File: config.mk
export PLATFORM = sky130hd
export DESIGN_NAME = hazard_controller
export DESIGN_NICKNAME = d
export VERILOG_FILES = /design/src/rtl/pipeline_pkg.sv /design/src/rtl/forward_sel.sv /design/src/rtl/hazard_controller.sv
export SDC_FILE = /design/constraint.sdc
export NUM_CORES = 1
export LEC_CHECK = 0
export ABC_AREA = 1
export BUFFER_PORTS_ARGS = -buffer_cell sky130_fd_sc_hd__buf_2
export CORE_MARGIN = 8
export CORE_UTILIZATION = 54
export CTS_BUF_LIST = sky130_fd_sc_hd__clkbuf_8
export DETAILED_ROUTE_END_ITERATION = 6
export PLACE_DENSITY = 0.95
export SLEW_MARGIN = 0
export SYNTH_ARGS = -nofsm -noshare
export SYNTH_HDL_FRONTEND = slang
export SYNTH_HIERARCHICAL = 1
export SYNTH_SLANG_ARGS = --single-unit
File: constraint.sdc
create_clock -name clk -period 3.65 [get_ports clk]
set_clock_uncertainty 0.05 [all_clocks]
set_input_delay 0.73 -clock clk [delete_from_list [all_inputs] [get_ports clk]]
set_output_delay 0.73 -clock clk [all_outputs]
set_load 0.05 [all_outputs]
File: src/rtl/pipeline_pkg.sv
// Shared definitions for the pipeline control logic.
//   NOP          : instruction word that a cleared pipeline register holds
//   state_e      : hazard controller states (ST_INIT, ST_RUN, ST_MEM_WAIT)
//   FWD_*        : EX-stage operand source select encodings
package pipeline_pkg;

  localparam logic [31:0] NOP = 32'h0000_0013;

  typedef enum logic [1:0] {
    ST_INIT     = 2'd0,
    ST_RUN      = 2'd1,
    ST_MEM_WAIT = 2'd2
  } state_e;

  localparam logic [1:0] FWD_RF    = 2'd0;
  localparam logic [1:0] FWD_EXMEM = 2'd1;
  localparam logic [1:0] FWD_MEMWB = 2'd2;

endpackage

File: src/rtl/forward_sel.sv
// Forwarding source select for one EX-stage operand.
// Ports:
//   i_rs               source register read by the instruction in EX
//   i_ex_mem_rd/_we    destination and write enable of the instruction in MEM
//   i_mem_wb_rd/_we    destination and write enable of the instruction in WB
//   o_sel              FWD_RF / FWD_EXMEM / FWD_MEMWB
// The youngest producer (EX/MEM) wins; x0 is never forwarded so NOPs in flight
// cannot cause false matches.
module forward_sel
  import pipeline_pkg::*;
(
  input  logic [4:0] i_rs,
  input  logic [4:0] i_ex_mem_rd,
  input  logic       i_ex_mem_we,
  input  logic [4:0] i_mem_wb_rd,
  input  logic       i_mem_wb_we,
  output logic [1:0] o_sel
);

  always_comb begin
    o_sel = FWD_RF;
    if (i_ex_mem_we && (i_ex_mem_rd != 5'd0) && (i_ex_mem_rd == i_rs)) begin
      o_sel = FWD_EXMEM;
    end else if (i_mem_wb_we && (i_mem_wb_rd != 5'd0) && (i_mem_wb_rd == i_rs)) begin
      o_sel = FWD_MEMWB;
    end
  end

endmodule

File: src/rtl/hazard_controller.sv
// Hazard controller for a five-stage pipeline.
// Produces per-stage stall (hold) and clear (load NOP) strobes plus EX operand
// forwarding selects. Handles a post-reset flush, load-use bubbles, taken-branch
// flushes and multi-cycle data-memory waits with a sticky timeout flag.
// Ports:
//   clk, rst                    clock, synchronous active-high reset
//   id_*                        sources of the instruction in ID
//   id_ex_*                     sources/destination/load flag of the instruction in EX
//   ex_branch_taken             EX resolved a taken branch or jump
//   ex_mem_*                    MEM-stage destination, write enable, memory access flag
//   mem_ready                   data memory completes its access this cycle
//   mem_wb_*                    WB-stage destination and write enable
//   *_stall, *_clear            pipeline register strobes
//   fwd_a, fwd_b                EX operand source selects
//   mem_fault                   sticky memory-timeout flag
// Optional feature (macro HAZARD_PERF_EN): stall_cycles / flush_events counters.
module hazard_controller
  import pipeline_pkg::*;
#(
  parameter int unsigned INIT_FLUSH_CYCLES = 4,
  parameter int unsigned MEM_TIMEOUT       = 64
`ifdef HAZARD_PERF_EN
  ,
  parameter int unsigned CNT_W             = 32
`endif
) (
  input  logic             clk,
  input  logic             rst,
  input  logic [4:0]       id_rs1,
  input  logic [4:0]       id_rs2,
  input  logic             id_uses_rs1,
  input  logic             id_uses_rs2,
  input  logic [4:0]       id_ex_rs1,
  input  logic [4:0]       id_ex_rs2,
  input  logic [4:0]       id_ex_rd,
  input  logic             id_ex_is_load,
  input  logic             ex_branch_taken,
  input  logic [4:0]       ex_mem_rd,
  input  logic             ex_mem_reg_write,
  input  logic             ex_mem_is_mem,
  input  logic             mem_ready,
  input  logic [4:0]       mem_wb_rd,
  input  logic             mem_wb_reg_write,
  output logic             pc_stall,
  output logic             if_id_stall,
  output logic             id_ex_stall,
  output logic             ex_mem_stall,
  output logic             if_id_clear,
  output logic             id_ex_clear,
  output logic             ex_mem_clear,
  output logic             mem_wb_clear,
  output logic [1:0]       fwd_a,
  output logic [1:0]       fwd_b,
  output logic             mem_fault
`ifdef HAZARD_PERF_EN
  ,
  output logic [CNT_W-1:0] stall_cycles,
  output logic [CNT_W-1:0] flush_events
`endif
);

  localparam int unsigned InitW = (INIT_FLUSH_CYCLES > 1) ? $clog2(INIT_FLUSH_CYCLES) : 1;
  localparam int unsigned WaitW = $clog2(MEM_TIMEOUT + 1);
  localparam logic [InitW-1:0] InitLast = InitW'(INIT_FLUSH_CYCLES - 1);
  localparam logic [WaitW-1:0] WaitMax  = WaitW'(MEM_TIMEOUT);

  state_e           r_state, w_state_d;
  logic [InitW-1:0] r_init_cnt, w_init_cnt_d;
  logic [WaitW-1:0] r_wait_cnt, w_wait_cnt_d;
  logic             r_mem_fault, w_mem_fault_d;

  logic w_mem_wait;
  logic w_load_use;

  assign w_mem_wait = ex_mem_is_mem && !mem_ready;
  assign w_load_use = id_ex_is_load && (id_ex_rd != 5'd0) &&
                      ((id_uses_rs1 && (id_rs1 == id_ex_rd)) ||
                       (id_uses_rs2 && (id_rs2 == id_ex_rd)));

  always_comb begin
    pc_stall     = 1'b0;
    if_id_stall  = 1'b0;
    id_ex_stall  = 1'b0;
    ex_mem_stall = 1'b0;
    if_id_clear  = 1'b0;
    id_ex_clear  = 1'b0;
    ex_mem_clear = 1'b0;
    mem_wb_clear = 1'b0;
    w_state_d    = r_state;
    w_init_cnt_d = r_init_cnt;
    w_wait_cnt_d = r_wait_cnt;

    if (rst) begin
      if_id_clear  = 1'b1;
      id_ex_clear  = 1'b1;
      ex_mem_clear = 1'b1;
      mem_wb_clear = 1'b1;
    end else begin
      unique case (r_state)
        ST_INIT: begin
          if_id_clear  = 1'b1;
          id_ex_clear  = 1'b1;
          ex_mem_clear = 1'b1;
          mem_wb_clear = 1'b1;
          if (r_init_cnt == InitLast) begin
            w_state_d    = ST_RUN;
            w_init_cnt_d = '0;
          end else begin
            w_init_cnt_d = r_init_cnt + InitW'(1);
          end
        end

        ST_RUN: begin
          if (w_mem_wait) begin
            // EX is frozen, so a branch or load-use seen now is re-evaluated after release.
            pc_stall     = 1'b1;
            if_id_stall  = 1'b1;
            id_ex_stall  = 1'b1;
            ex_mem_stall = 1'b1;
            mem_wb_clear = 1'b1;
            w_state_d    = ST_MEM_WAIT;
            w_wait_cnt_d = WaitW'(1);
          end else if (ex_branch_taken) begin
            // The load-use dependent is flushed too, so no bubble is needed.
            if_id_clear = 1'b1;
            id_ex_clear = 1'b1;
          end else if (w_load_use) begin
            pc_stall    = 1'b1;
            if_id_stall = 1'b1;
            id_ex_clear = 1'b1;
          end
        end

        ST_MEM_WAIT: begin
          if (mem_ready) begin
            w_state_d    = ST_RUN;
            w_wait_cnt_d = '0;
          end else begin
            pc_stall     = 1'b1;
            if_id_stall  = 1'b1;
            id_ex_stall  = 1'b1;
            ex_mem_stall = 1'b1;
            mem_wb_clear = 1'b1;
            if (r_wait_cnt < WaitMax) begin
              w_wait_cnt_d = r_wait_cnt + WaitW'(1);
            end
          end
        end

        default: begin
          // Unreachable encoding: flush and restart the init sequence.
          if_id_clear  = 1'b1;
          id_ex_clear  = 1'b1;
          ex_mem_clear = 1'b1;
          mem_wb_clear = 1'b1;
          w_state_d    = ST_INIT;
          w_init_cnt_d = '0;
          w_wait_cnt_d = '0;
        end
      endcase
    end
  end

  // Fault latches on the edge where the wait count arrives at the timeout.
  assign w_mem_fault_d = r_mem_fault || (w_wait_cnt_d == WaitMax);

  always_ff @(posedge clk) begin
    if (rst) begin
      r_state     <= ST_INIT;
      r_init_cnt  <= '0;
      r_wait_cnt  <= '0;
      r_mem_fault <= 1'b0;
    end else begin
      r_state     <= w_state_d;
      r_init_cnt  <= w_init_cnt_d;
      r_wait_cnt  <= w_wait_cnt_d;
      r_mem_fault <= w_mem_fault_d;
    end
  end

  assign mem_fault = r_mem_fault;

  forward_sel u_fwd_a (
    .i_rs        (id_ex_rs1),
    .i_ex_mem_rd (ex_mem_rd),
    .i_ex_mem_we (ex_mem_reg_write),
    .i_mem_wb_rd (mem_wb_rd),
    .i_mem_wb_we (mem_wb_reg_write),
    .o_sel       (fwd_a)
  );

  forward_sel u_fwd_b (
    .i_rs        (id_ex_rs2),
    .i_ex_mem_rd (ex_mem_rd),
    .i_ex_mem_we (ex_mem_reg_write),
    .i_mem_wb_rd (mem_wb_rd),
    .i_mem_wb_we (mem_wb_reg_write),
    .o_sel       (fwd_b)
  );

`ifdef HAZARD_PERF_EN
  logic             w_flush;
  logic [CNT_W-1:0] r_stall_cycles;
  logic [CNT_W-1:0] r_flush_events;

  assign w_flush = !rst && (r_state == ST_RUN) && !w_mem_wait && ex_branch_taken;

  always_ff @(posedge clk) begin
    if (rst) begin
      r_stall_cycles <= '0;
      r_flush_events <= '0;
    end else begin
      if (pc_stall) begin
        r_stall_cycles <= r_stall_cycles + CNT_W'(1);
      end
      if (w_flush) begin
        r_flush_events <= r_flush_events + CNT_W'(1);
      end
    end
  end

  assign stall_cycles = r_stall_cycles;
  assign flush_events = r_flush_events;
`endif

endmodule

======== Word level (Yosys, flattened, before mapping) ========
Cells that the tools add are included.
storage, ports and cells
  register bits ........................... 12
  input bits .............................. 45
  logic and storage cells ................. 76
  output and inout bits ................... 13
cells by class
  reduce and logical (&&, ||, !) cells .... 20
  add/sub/neg operators ................... 2
  magnitude comparators ................... 1
  mux-type cells .......................... 36
  eq/ne operators ......................... 13
operator list
  operator                                                          count
  5-bit == test                                                     6
  7-bit 2-to-1 mux                                                  4
  7-bit case mux with 3 select lines                                1
  1-bit 2-to-1 mux                                                  16
  2-bit 2-to-1 mux                                                  8
  5-bit nonzero test                                                3
  1-bit logical AND                                                 11
  1-bit case mux with 2 select lines                                5
  7-bit by 1-bit adder with 7-bit output (second input constant)    1
  7-bit == test (second input constant)                             1
  7-bit less-than comparator (second input constant)                1
  2-bit != test (second input constant)                             3
  2-bit case mux with 3 select lines                                1
  2-bit == test (second input constant)                             2
  2-bit case mux with 2 select lines                                1
  3-bit AND reduction                                               1
  2-bit by 1-bit adder with 2-bit output (second input constant)    1
  2-bit by 1-bit == test with 1-bit output (second input constant)  1
  2-bit zero test                                                   1
  1-bit logical OR                                                  2
  2-bit OR reduction                                                1
  1-bit zero test                                                   1

======== Longest topological paths before layout ========
  word-level depth ........................ 9
  gate-level depth with buffers ........... 11
  depth with buffers taken out ............ 11

======== By module ========
Netlist, hierarchy kept.
modules (own cells, without submodules)
  module             cells an instance  times used  area an instance (um^2)  sequential area each (um^2)
  hazard_controller  162                1           1,024.7                  240.2
  forward_sel        50                 2           214.0                    0.0

======== Worst setup path after synthesis ========
OpenSTA, ideal clock, no wires.
  kind .................................... input -> output
  from .................................... in id_ex_rd[1]
  to ...................................... out pc_stall
  slack ................................... 432 ps
  buffers on the path ..................... 1
  cell stages on the path ................. 8
  arrival time ............................ 2,438 ps
  data required time ...................... 2,870 ps
  path through ............................ inv_1 -> nor2_1 -> a211oi_1 -> nand3_1 -> nand2_1 -> nand3_1 -> a21oi_1 -> buf_4
on the way
  cells in the longest elaborated chain, start to end .. 9
  elaborated cells between the ends (all ways) .. 13
  those cells by class .................... eq/ne: 2; mux: 5; reduce/logical: 6
ends and longest elaborated chain
  what                                  line                                              RTL
  start: declaration                    hazard_controller.sv:35                           input logic [4:0] id_ex_rd,
  5-bit == test (on tied branches)      hazard_controller.sv:77, hazard_controller.sv:78
  1-bit logical AND (on tied branches)  hazard_controller.sv:77, hazard_controller.sv:78
  1-bit logical OR                      hazard_controller.sv:77                           ((id_uses_rs1 && (id_rs1 == id_ex_rd)) ||
  1-bit logical AND *                   hazard_controller.sv:76                           assign w_load_use = id_ex_is_load && (id_ex_rd != 5'd0) &&
  1-bit 2-to-1 mux * (3 in series)      -
  1-bit case mux with 2 select lines *  -
  1-bit 2-to-1 mux *                    -
  end: declaration                      hazard_controller.sv:44                           output logic pc_stall,
Mark *: on every way between the ends. The rest lies on a longest branch, timed or not.

======== Final worst setup path ========
  from .................................... in id_ex_rd[1]
  to ...................................... out pc_stall
on the way
  cells in the longest elaborated chain, start to end .. 9
  elaborated cells between the ends (all ways) .. 13
  those cells by class .................... eq/ne: 2; mux: 5; reduce/logical: 6
ends and longest elaborated chain
  what                                  line                                              RTL
  5-bit == test (on tied branches)      hazard_controller.sv:77, hazard_controller.sv:78
  1-bit logical AND (on tied branches)  hazard_controller.sv:77, hazard_controller.sv:78
  1-bit logical OR                      hazard_controller.sv:77
  1-bit logical AND *                   hazard_controller.sv:76
  1-bit 2-to-1 mux *                    hazard_controller.sv:127                          end else if (w_load_use) begin
  1-bit 2-to-1 mux *                    hazard_controller.sv:123                          end else if (ex_branch_taken) begin
  1-bit 2-to-1 mux *                    hazard_controller.sv:114                          if (w_mem_wait) begin
  1-bit case mux with 2 select lines *  hazard_controller.sv:99                           unique case (r_state)
  1-bit 2-to-1 mux *                    hazard_controller.sv:93                           if (rst) begin
Marks and branches as above.

==> reports/qor.yml <==
status: "finished, final reports clean"
multi_input_area_sq_um: 987.2
p_switching_w: 0.0002917
grt_pass1_vias: 1585
power_density_nw_per_um2: 356.6
row_count: 19
synth_cells: 262
track_usage_pct: 17.33
ys_warn_count: 6
worst_pin_slew_ns: 0.3163
die_y_um: 67.87
dr.pass1.iters: 4
die_w_um: 67.87
rsz0062_at_grt: "false"
fin_area_sq_um: 1817
fin_nets: 373
syn_area_per_cell_sq_um: 5.544
cellInternalPower_w: 0.0003561
relSlewSlack_pct: 78.83
cts-root-buf: "clkbuf_8"
syn_nets: 313
arrival_ns: 1.90
timing.setup.tns_ns: 0
clock_path_buffers: 2
fin_crit_ns: 2.678
ctsHoldBuffers: 0
dr_total_vias: 1767
antenna_found_initial: 0
drc_errors: 0
critPathMaxFanout: 5
clockPowerShare_pct: 22.5
numClockSinks: 12
wirelength_mm: 4.029
nFillCells: 240
hold_violations: 0
routed_via_density: 5.020
synth_area_sq_um: 1453
ant_nets: 0
routabilityCongestion: 0.9380
dp_hpwl_mm: 3.307
synth_async_sr_flop_share_pct: 0
core_sq_um: 2663
peakVddDrop_uv: 415.2
yosys.area.top_type: "nand2_1"
crit_path_end_kind: "output port"
clk_pin_slew_worst_paths_ns: 0.05
synth_cell_types: 28
crit_type: "primary input to output port"
seqPwrFrac_pct: 25.3
ys_ff_latch: 12
synth_edf_count: 0
post-route-period-util_pct: 73.36
cts_tree: "done"
insertedDiodeCount: 0
yosysTopAreaCellShare_pct: 18.09
port-buffer-count: 57
grt_max_degree: 8
grt_pass1_wl_mm: 6.396
fmax_ghz: 0.3735
start_util_pct: 54.56
ys.flop_type: "dfxtp_1"
crit_required_ns: 2.87
combPwrFrac_pct: 52.2
p_sw_share_pct: 45.03
drt_first_iter_violations: 104
crit_path_start_kind: "primary input"
wire_per_inst_um: 11.45
yosysSeqAreaShare_pct: 16.54
synthTopCellsByArea: "nand2_1 18%, dfxtp_1 17%, inv_1 12%"
htreeDepth: 1
clk_latency_ns: 0.24
dieArea_sq_um: 4606
drv_cap: 0
cts_made_buffers: 3
cts_setup_buffers: 0
grt_remaining_overflow: 0
yosysMostFrequentCell: "nand2_1"
hp-class: "register to register"
ctsResizeCount: 0
drive_gt1_share_pct: 26.79
setup_viol: 0
synthTopCellsByCount: "70 x nand2_1, 47 x inv_1, 34 x nor2_1"
post_dp_cell_area_sq_um: 1762
leakage_nw: 1.050
regArea_sq_um: 240.2
drv_slew: 0
num_io_pins: 58
syn_to_final_growth_pct: 25.06
final cells by class:
type	count	area share, %
flip-flops and latches	12	13.22
repair buffers	57	15.70
clock buffers	4	3.030
multi-input cells	192	54.34
well taps	31	2.135
inverters	56	11.57
through the flow:
| stage | hold slack (ns) | setup slack, ns | instances | utilization (%) | total power (W) |
|---|---|---|---|---|---|
| 5_1_grt | 0.4267 | 0.8991 | 352 | 68.23 | 0.0006879 |
| 6_report | 0.4122 | 0.9723 | 352 | 68.23 | 0.0006478 |
| 3_5_place_dp | 0.4082 | 0.9714 | 348 | 66.17 | 0.0004994 |
| 4_1_cts | 0.4154 | 0.9642 | 352 | 68.23 | 0.0006479 |
| 2_1_floorplan | 0.4193 | 0.4316 | 262 | - | 0.0004092 |
| 3_3_place_gp | 0.3921 | 0.9886 | 348 | 66.17 | 0.0004912 |
worst paths after layout:
path                            slack (ns)  cells past startpoint   startpoint        end
worst min-delay path                  0.41                      2    mem_fault  mem_fault
worst max-delay path                  0.97                      9  id_ex_rd[1]   pc_stall
worst min register to register        0.41                      2    mem_fault  mem_fault
worst max register to register        1.97                      9   r_state[1]  mem_fault
metal layers:
| metal | track usage [%] | share of wire (%) |
|---|---|---|
| met4 | 6.905 | 1.9 |
| met5 | 0 | 0 |
| met3 | 3.273 | 8.9 |
| met2 | 32.19 | 48 |
| met1 | 18.88 | 41 |
cells in the final DEF, fill, tap and decap left out:
cell type / instances
nor2_2: 5
a22o_1: 1
inv_1: 47
nor3_1: 2
ha_1: 6
o41ai_1: 1
a32o_1: 1
nor2_1: 34
nand2_4: 3
o21bai_1: 2
nand3_1: 21
clkbuf_8: 4
o22ai_1: 1
nor2_4: 1
o21ai_0: 15
nand3_2: 2
a21oi_1: 9
o21ai_1: 1
nand2_1: 70
a21boi_0: 3
inv_2: 9
a21oi_2: 1
nand2_2: 2
o211ai_1: 1
dfxtp_1: 12
buf_2: 57
o21ai_2: 2
a211oi_1: 2
xor2_1: 6
logic make-up after synthesis:
logic type	count (synthesis)	share of synthesized area (%)
AO/OA/AOI/OAI	40	16.88
adder cells (fa/ha/maj)	6	5.168
flip-flops	12	16.54
AND/OR/NAND/NOR	140	42.29
buffers and inverters	58	15.50
XOR/XNOR	6	3.618
sequential cells by signal, indices dropped and copies added, names as in the netlist:
signal,count
r_init_cnt,2
mem_fault,1
r_wait_cnt,7
r_state,2
critical path, stage by stage:
cell and delay (ns):
buf_2 0.09, inv_1 0.12, nor2_1 0.06, a211oi_1 0.20
nand3_1 0.09, nand2_1 0.09, nand3_1 0.07, a21oi_1 0.16
buf_2 0.29
power groups by stage:
stage / clock network, W / logic, W / registers, W
floorplan: 0 / 0.000247 / 0.000163
global placement: 0 / 0.000326 / 0.000165
detailed placement: 0 / 0.000333 / 0.000166
CTS: 0.000147 / 0.000338 / 0.000163
global route: 0.000151 / 0.000371 / 0.000166
finish: 0.000146 / 0.000338 / 0.000164
Note: power is estimated with default switching activity, not from simulation.
